<file path="src/rtl/keypad_scanner.sv">
// -----------------------------------------------------------------------------
// keypad_scanner
//
// Scans a 4x4 active-low matrix keypad. One column is driven low at a time;
// the rows (pulled up) are synchronised and sampled at the end of each column
// dwell. The first key found is locked in and reported until it is released.
// A release must stay stable for a full window before it is accepted, so
// contact bounce on release does not drop key_pressed.
//
// Parameters
//   SCAN_DIV     clk cycles per column dwell and per release-confirm window (>= 4)
//
// Ports
//   clk          in   1  system clock
//   reset        in   1  asynchronous, active-low reset
//   rows         in   4  keypad rows, active-low, asynchronous to clk
//   cols         out  4  column drive, active-low, exactly one bit low
//   key_code     out  4  hex code of the held / last key
//   key_pressed  out  1  high while a key is held (incl. release-confirm window)
//   dbg_state    out  2  current FSM state (0 SCAN, 1 HOLD, 2 RELEASE)
//
// Handshake: none. key_code is valid whenever key_pressed is high and keeps
// its last value afterwards; it only changes on the cycle key_pressed rises.
// -----------------------------------------------------------------------------
module keypad_scanner #(
    parameter int SCAN_DIV = 4800
) (
    input  logic       clk,
    input  logic       reset,
    input  logic [3:0] rows,
    output logic [3:0] cols,
    output logic [3:0] key_code,
    output logic       key_pressed,
    output logic [1:0] dbg_state
);

    localparam int CW = $clog2(SCAN_DIV);
    localparam logic [CW-1:0] CNT_LAST = CW'(SCAN_DIV - 1);

    typedef enum logic [1:0] {
        ST_SCAN    = 2'd0,
        ST_HOLD    = 2'd1,
        ST_RELEASE = 2'd2
    } state_e;

    state_e        state_q, state_d;
    logic [CW-1:0] cnt_q, cnt_d;
    logic [1:0]    col_q, col_d;
    logic [3:0]    cols_q, cols_d;
    logic [1:0]    row_q, row_d;
    logic [3:0]    key_code_q, key_code_d;
    logic          key_pressed_q, key_pressed_d;
    logic [3:0]    rows_meta_q;
    logic [3:0]    srows_q;

    logic          cnt_last;
    logic          any_low;
    logic [1:0]    low_row;
    logic          key_up;

    // Key legend indexed by [row][col].
    function automatic logic [3:0] map_key(input logic [1:0] r, input logic [1:0] c);
        logic [3:0] code;
        case ({r, c})
            4'b00_00: code = 4'h1;
            4'b00_01: code = 4'h2;
            4'b00_10: code = 4'h3;
            4'b00_11: code = 4'hA;
            4'b01_00: code = 4'h4;
            4'b01_01: code = 4'h5;
            4'b01_10: code = 4'h6;
            4'b01_11: code = 4'hB;
            4'b10_00: code = 4'h7;
            4'b10_01: code = 4'h8;
            4'b10_10: code = 4'h9;
            4'b10_11: code = 4'hC;
            4'b11_00: code = 4'hE;
            4'b11_01: code = 4'h0;
            4'b11_10: code = 4'hF;
            default:  code = 4'hD;
        endcase
        return code;
    endfunction

    assign cnt_last = (cnt_q == CNT_LAST);
    assign any_low  = (srows_q != 4'hF);
    // Only the locked row is watched; other rows are ignored while a key is held.
    assign key_up   = srows_q[row_q];

    // Lowest-index low row wins when several rows are low in the driven column.
    always_comb begin
        low_row = 2'd3;
        if (!srows_q[2]) low_row = 2'd2;
        if (!srows_q[1]) low_row = 2'd1;
        if (!srows_q[0]) low_row = 2'd0;
    end

    // State and datapath registers, plus the two-flop row synchroniser.
    always_ff @(posedge clk or negedge reset) begin
        if (!reset) begin
            state_q       <= ST_SCAN;
            cnt_q         <= '0;
            col_q         <= 2'd0;
            cols_q        <= 4'b1110;
            row_q         <= 2'd0;
            key_code_q    <= 4'h0;
            key_pressed_q <= 1'b0;
            rows_meta_q   <= 4'hF;
            srows_q       <= 4'hF;
        end else begin
            state_q       <= state_d;
            cnt_q         <= cnt_d;
            col_q         <= col_d;
            cols_q        <= cols_d;
            row_q         <= row_d;
            key_code_q    <= key_code_d;
            key_pressed_q <= key_pressed_d;
            rows_meta_q   <= rows;
            srows_q       <= rows_meta_q;
        end
    end

    // Next-state logic.
    always_comb begin
        state_d = state_q;
        case (state_q)
            ST_SCAN: begin
                if (cnt_last && any_low) state_d = ST_HOLD;
            end
            ST_HOLD: begin
                if (key_up) state_d = ST_RELEASE;
            end
            ST_RELEASE: begin
                if (!key_up)       state_d = ST_HOLD;
                else if (cnt_last) state_d = ST_SCAN;
            end
            default: state_d = ST_SCAN;
        endcase
    end

    // Datapath / output next values.
    always_comb begin
        cnt_d         = cnt_q;
        col_d         = col_q;
        cols_d        = cols_q;
        row_d         = row_q;
        key_code_d    = key_code_q;
        key_pressed_d = key_pressed_q;
        case (state_q)
            ST_SCAN: begin
                if (cnt_last) begin
                    cnt_d = '0;
                    if (any_low) begin
                        // Column stays frozen on the key that was found.
                        row_d         = low_row;
                        key_code_d    = map_key(low_row, col_q);
                        key_pressed_d = 1'b1;
                    end else begin
                        col_d  = col_q + 2'd1;
                        cols_d = {cols_q[2:0], cols_q[3]};
                    end
                end else begin
                    cnt_d = cnt_q + CW'(1);
                end
            end
            ST_HOLD: begin
                cnt_d = '0;
            end
            ST_RELEASE: begin
                if (!key_up) begin
                    cnt_d = '0;
                end else if (cnt_last) begin
                    // Release confirmed: resume scanning at the next column.
                    cnt_d         = '0;
                    key_pressed_d = 1'b0;
                    col_d         = col_q + 2'd1;
                    cols_d        = {cols_q[2:0], cols_q[3]};
                end else begin
                    cnt_d = cnt_q + CW'(1);
                end
            end
            default: begin
                cnt_d = '0;
            end
        endcase
    end

    assign cols        = cols_q;
    assign key_code    = key_code_q;
    assign key_pressed = key_pressed_q;
    assign dbg_state   = state_q;

endmodule
</file>
<file path="config.mk">
export PLATFORM = sky130hd
export DESIGN_NAME = keypad_scanner
export DESIGN_NICKNAME = d
export VERILOG_FILES = /design/src/rtl/keypad_scanner.sv
export SDC_FILE = /design/constraint.sdc
export NUM_CORES = 1
export LEC_CHECK = 0
export CORE_ASPECT_RATIO = 1.25
export CORE_MARGIN = 2
export CORE_UTILIZATION = 55
export CTS_CLUSTER_DIAMETER = 150
export DETAILED_ROUTE_END_ITERATION = 6
export PLACE_DENSITY = 0.77
export SYNTH_ARGS = -nofsm -noshare
export SYNTH_HDL_FRONTEND = slang
export SYNTH_SLANG_ARGS = --single-unit
</file>
<file path="constraint.sdc">
create_clock -name clk -period 2.8 [get_ports clk]
set_clock_uncertainty 0.1 [all_clocks]
set_input_delay 0.56 -clock clk [delete_from_list [all_inputs] [get_ports clk]]
set_output_delay 0.56 -clock clk [all_outputs]
set_load 0.1 [all_outputs]
</file>
==> flow_metrics.py <==
metrics = {
    "global_route": {
        "grt_overflow_total": 0,
        "grt_pass1_vias": 1169,
        "grt_usage": 0.195,
        "grt_max_degree": 37,
        "grt_pass1_wl_mm": 4.84,
        "antenna_found_initial": 0,
    },
    "worst_setup_path": {
        "cp_data_required_time_ns": 2.93,
        "worstPathArrival_ns": 2.63,
        "crit_type": "reg -> reg",
        "slowest_stage": "or4b_1",
        "max_stage_delay_ns": 0.52,
        "worstSetupEndpointType": "register",
        "r2r_cells": 4,
        "critPathMaxFanout": 6,
        "crit_path_start_kind": "register",
        "crit_chain": "or4b_1, or4_4, a2111oi_4, mux2_2",
    },
    "floorplanning": {
        "row_count": 22,
        "die_x_um": 54.0,
        "core_mm2": 0.00295,
        "start_util": 0.582,
        "boundaryPins": 17,
        "die_y_um": 66.4,
        "dieArea_mm2": 0.00358,
    },
    "synthesis": {
        "ys_warn_count": 0,
        "syn_inst": 149,
        "seq_area_frac_synth": 0.533,
        "synth.avg_cell_area_um2": 11.5,
        "syn-num-nets": 160,
        "syn_area_mm2": 0.00172,
        "synthDistinctLibCells": 35,
        "ys_ff_latch": 36,
    },
    "run_status": {
        "status": "finished, final reports clean",
    },
    "timing": {
        "finalSetupViolations": 0,
        "setup_tns_ns": 0,
        "worst_slack_ns": 0.296,
        "fin_crit_ns": 2.50,
        "timing.hold.ws_ns": 0.256,
        "final-max-slew-violation-count": 0,
        "worst_pin_slew_ns": 0.504,
        "fmax_mhz": 399,
        "min_period_over_period": 0.894,
        "rsz0062_at_grt": "false",
        "slew_headroom": 0.664,
        "hold_viol": 0,
    },
    "place": {
        "dp_cells": 199,
        "portBuffers": 16,
        "dp_hpwl_mm": 2.16,
        "preCtsSetupSlack_ns": 0.300,
        "place_congestion": 0.821,
    },
    "drt": {
        "first_iter_violations": 13,
        "detail-route-antenna-nets": 0,
        "drt-total-wl_mm": 2.90,
        "wl_per_cell_um": 14.0,
        "via_count": 1160,
        "drc": 0,
        "drtPass1Iterations": 4,
        "vias_per_cell": 5.60,
    },
    "clock_network": {
        "post_cts_buffers": 0,
        "cts.sinks": 36,
        "cts_resized": 0,
        "insertion_delay_ns": 0.34,
        "cts_hold_buf": 0,
        "cts_tree": "done",
        "cts_root_buffer": "clkbuf_4",
        "cts-htree-levels": 2,
        "clk_pin_slew_ns": 0.11,
        "clock_path_buffers": 2,
        "numCtsBuffers": 5,
    },
    "final_layout": {
        "nNetsFinal": 181,
        "finish.utilization": 0.666,
        "syn_to_final_growth_pct": 14.4,
        "drive_above_1_share": 0.275,
        "diodes": 0,
        "final_cell_count_no_fill": 207,
        "final_common_cell": "dfrtp_1",
        "layout_common_cells": "dfrtp_1, nor2_1, o21ai_0, buf_4, xnor2_1",
    },
    "pwr": {
        "p_leak_nw": 0.864,
        "max-vdd-ir-drop_v": 0.000283,
        "cellPowerDensity_mw_per_mm2": 470,
    },
    "worst_hold_path": {
        "worstHoldPathType": "reg -> reg",
        "holdPathStages": 0,
    },
    "job": {
        "drv_cap": 0,
    },
}
sequential cells by signal, indices dropped and copies added (netlist names):
register     count
cnt_q           13
col_q            2
cols             4
dbg_state        2
key_code         4
key_pressed      1
row_q            2
rows_meta_q      4
srows_q          4
logic make-up (layout without fill, tap and decap cells):
group	count (synthesis)	count (layout)	synth area share
flip-flops	36	36	0.533
XOR/XNOR	13	13	0.0664
AND/OR/NAND/NOR	48	48	0.147
AO/OA/AOI/OAI	22	22	0.0890
multiplexers	13	13	0.0970
buffers and inverters	12	34	0.0314
adder cells (fa/ha/maj)	5	5	0.0365
metrics by stage:
step,instance area (µm²),total power [W]
floorplan,1720,0.000555
global placement,1890,0.000575
detailed placement,1890,0.000576
CTS,1960,0.000932
global route,1960,0.000962
finish,1960,0.000923
routing by layer:
| layer | track usage | vias to the layer above | share of wire |
|---|---|---|---|
| met5 | 0 | - | 0 |
| met2 | 0.355 | 16 | 0.56 |
| li1 | - | 560 | - |
| met3 | 0.0679 | 6 | 0.032 |
| met4 | 0.0994 | 0 | 0.021 |
| met1 | 0.184 | 578 | 0.39 |
power breakdown:
group          internal (W)  leakage [nW]   total, W  switching, W
logic             0.0000129         0.374  0.0000288     0.0000159
registers          0.000531         0.448   0.000537    0.00000673
clock network      0.000187        0.0422   0.000356      0.000169
total              0.000731         0.864   0.000923      0.000192
cell type report:
| type | count | area [µm²] |
|---|---|---|
| clock buffers | 6 | 41.3 |
| clock inverters | 2 | 35.0 |
| fillers | 218 | 983 |
| inverters | 8 | 30.0 |
| multi-input cells | 101 | 747 |
| flip-flops and latches | 36 | 916 |
| well taps | 36 | 45.0 |
| repair buffers | 18 | 148 |
Yosys cell counts:
library cell,instances,area (µm²)
a2111oi_4,1,27.5
a211oi_1,2,15.0
a21o_1,1,7.51
a22o_1,1,8.76
buf_2,1,5.00
buf_6,1,11.3
clkbuf_1,2,7.51
dfrtp_1,25,626
dfstp_2,11,289
ha_1,5,62.6
inv_1,8,30.0
mux2_2,7,78.8
mux2_4,3,45.0
mux2i_1,2,20.0
mux4_2,1,22.5
nand2_1,8,30.0
nand2b_1,1,6.26
nand3_1,5,25.0
nand3b_1,1,7.51
nand4_1,2,12.5
nor2_1,17,63.8
nor2b_1,2,12.5
nor3_1,4,20.0
nor4_1,1,6.26
o21ai_0,13,65.1
o21bai_1,1,7.51
o22ai_1,2,12.5
o41ai_1,1,8.76
or2_1,1,6.26
or3_1,1,6.26
or4_4,2,22.5
or4b_1,2,20.0
or4bb_2,1,12.5
xnor2_1,12,105
xor2_1,1,8.76
critical path: cells and delay by family, from the launching register on:
| family | cells | cell delay, ns |
|---|---|---|
| simple gates | 2 | 0.96 |
| flops | 1 | 0.43 |
| compound gates | 1 | 0.49 |
| mux | 1 | 0.40 |
path summary, 6_finish.rpt:
| check | from | to | slack [ns] |
|---|---|---|---|
| max | cnt_q[6] | col_q[1] | 0.30 |
| min | rows_meta_q[3] | srows_q[3] | 0.26 |
| max reg2reg | cnt_q[6] | col_q[1] | 0.30 |
| min reg2reg | rows_meta_q[3] | srows_q[3] | 0.26 |
| max in group asynchronous | reset | cols[2] | 1.75 |
| min in group asynchronous | reset | dbg_state[1] | 0.51 |
Note: power is estimated with default switching activity, not from simulation.
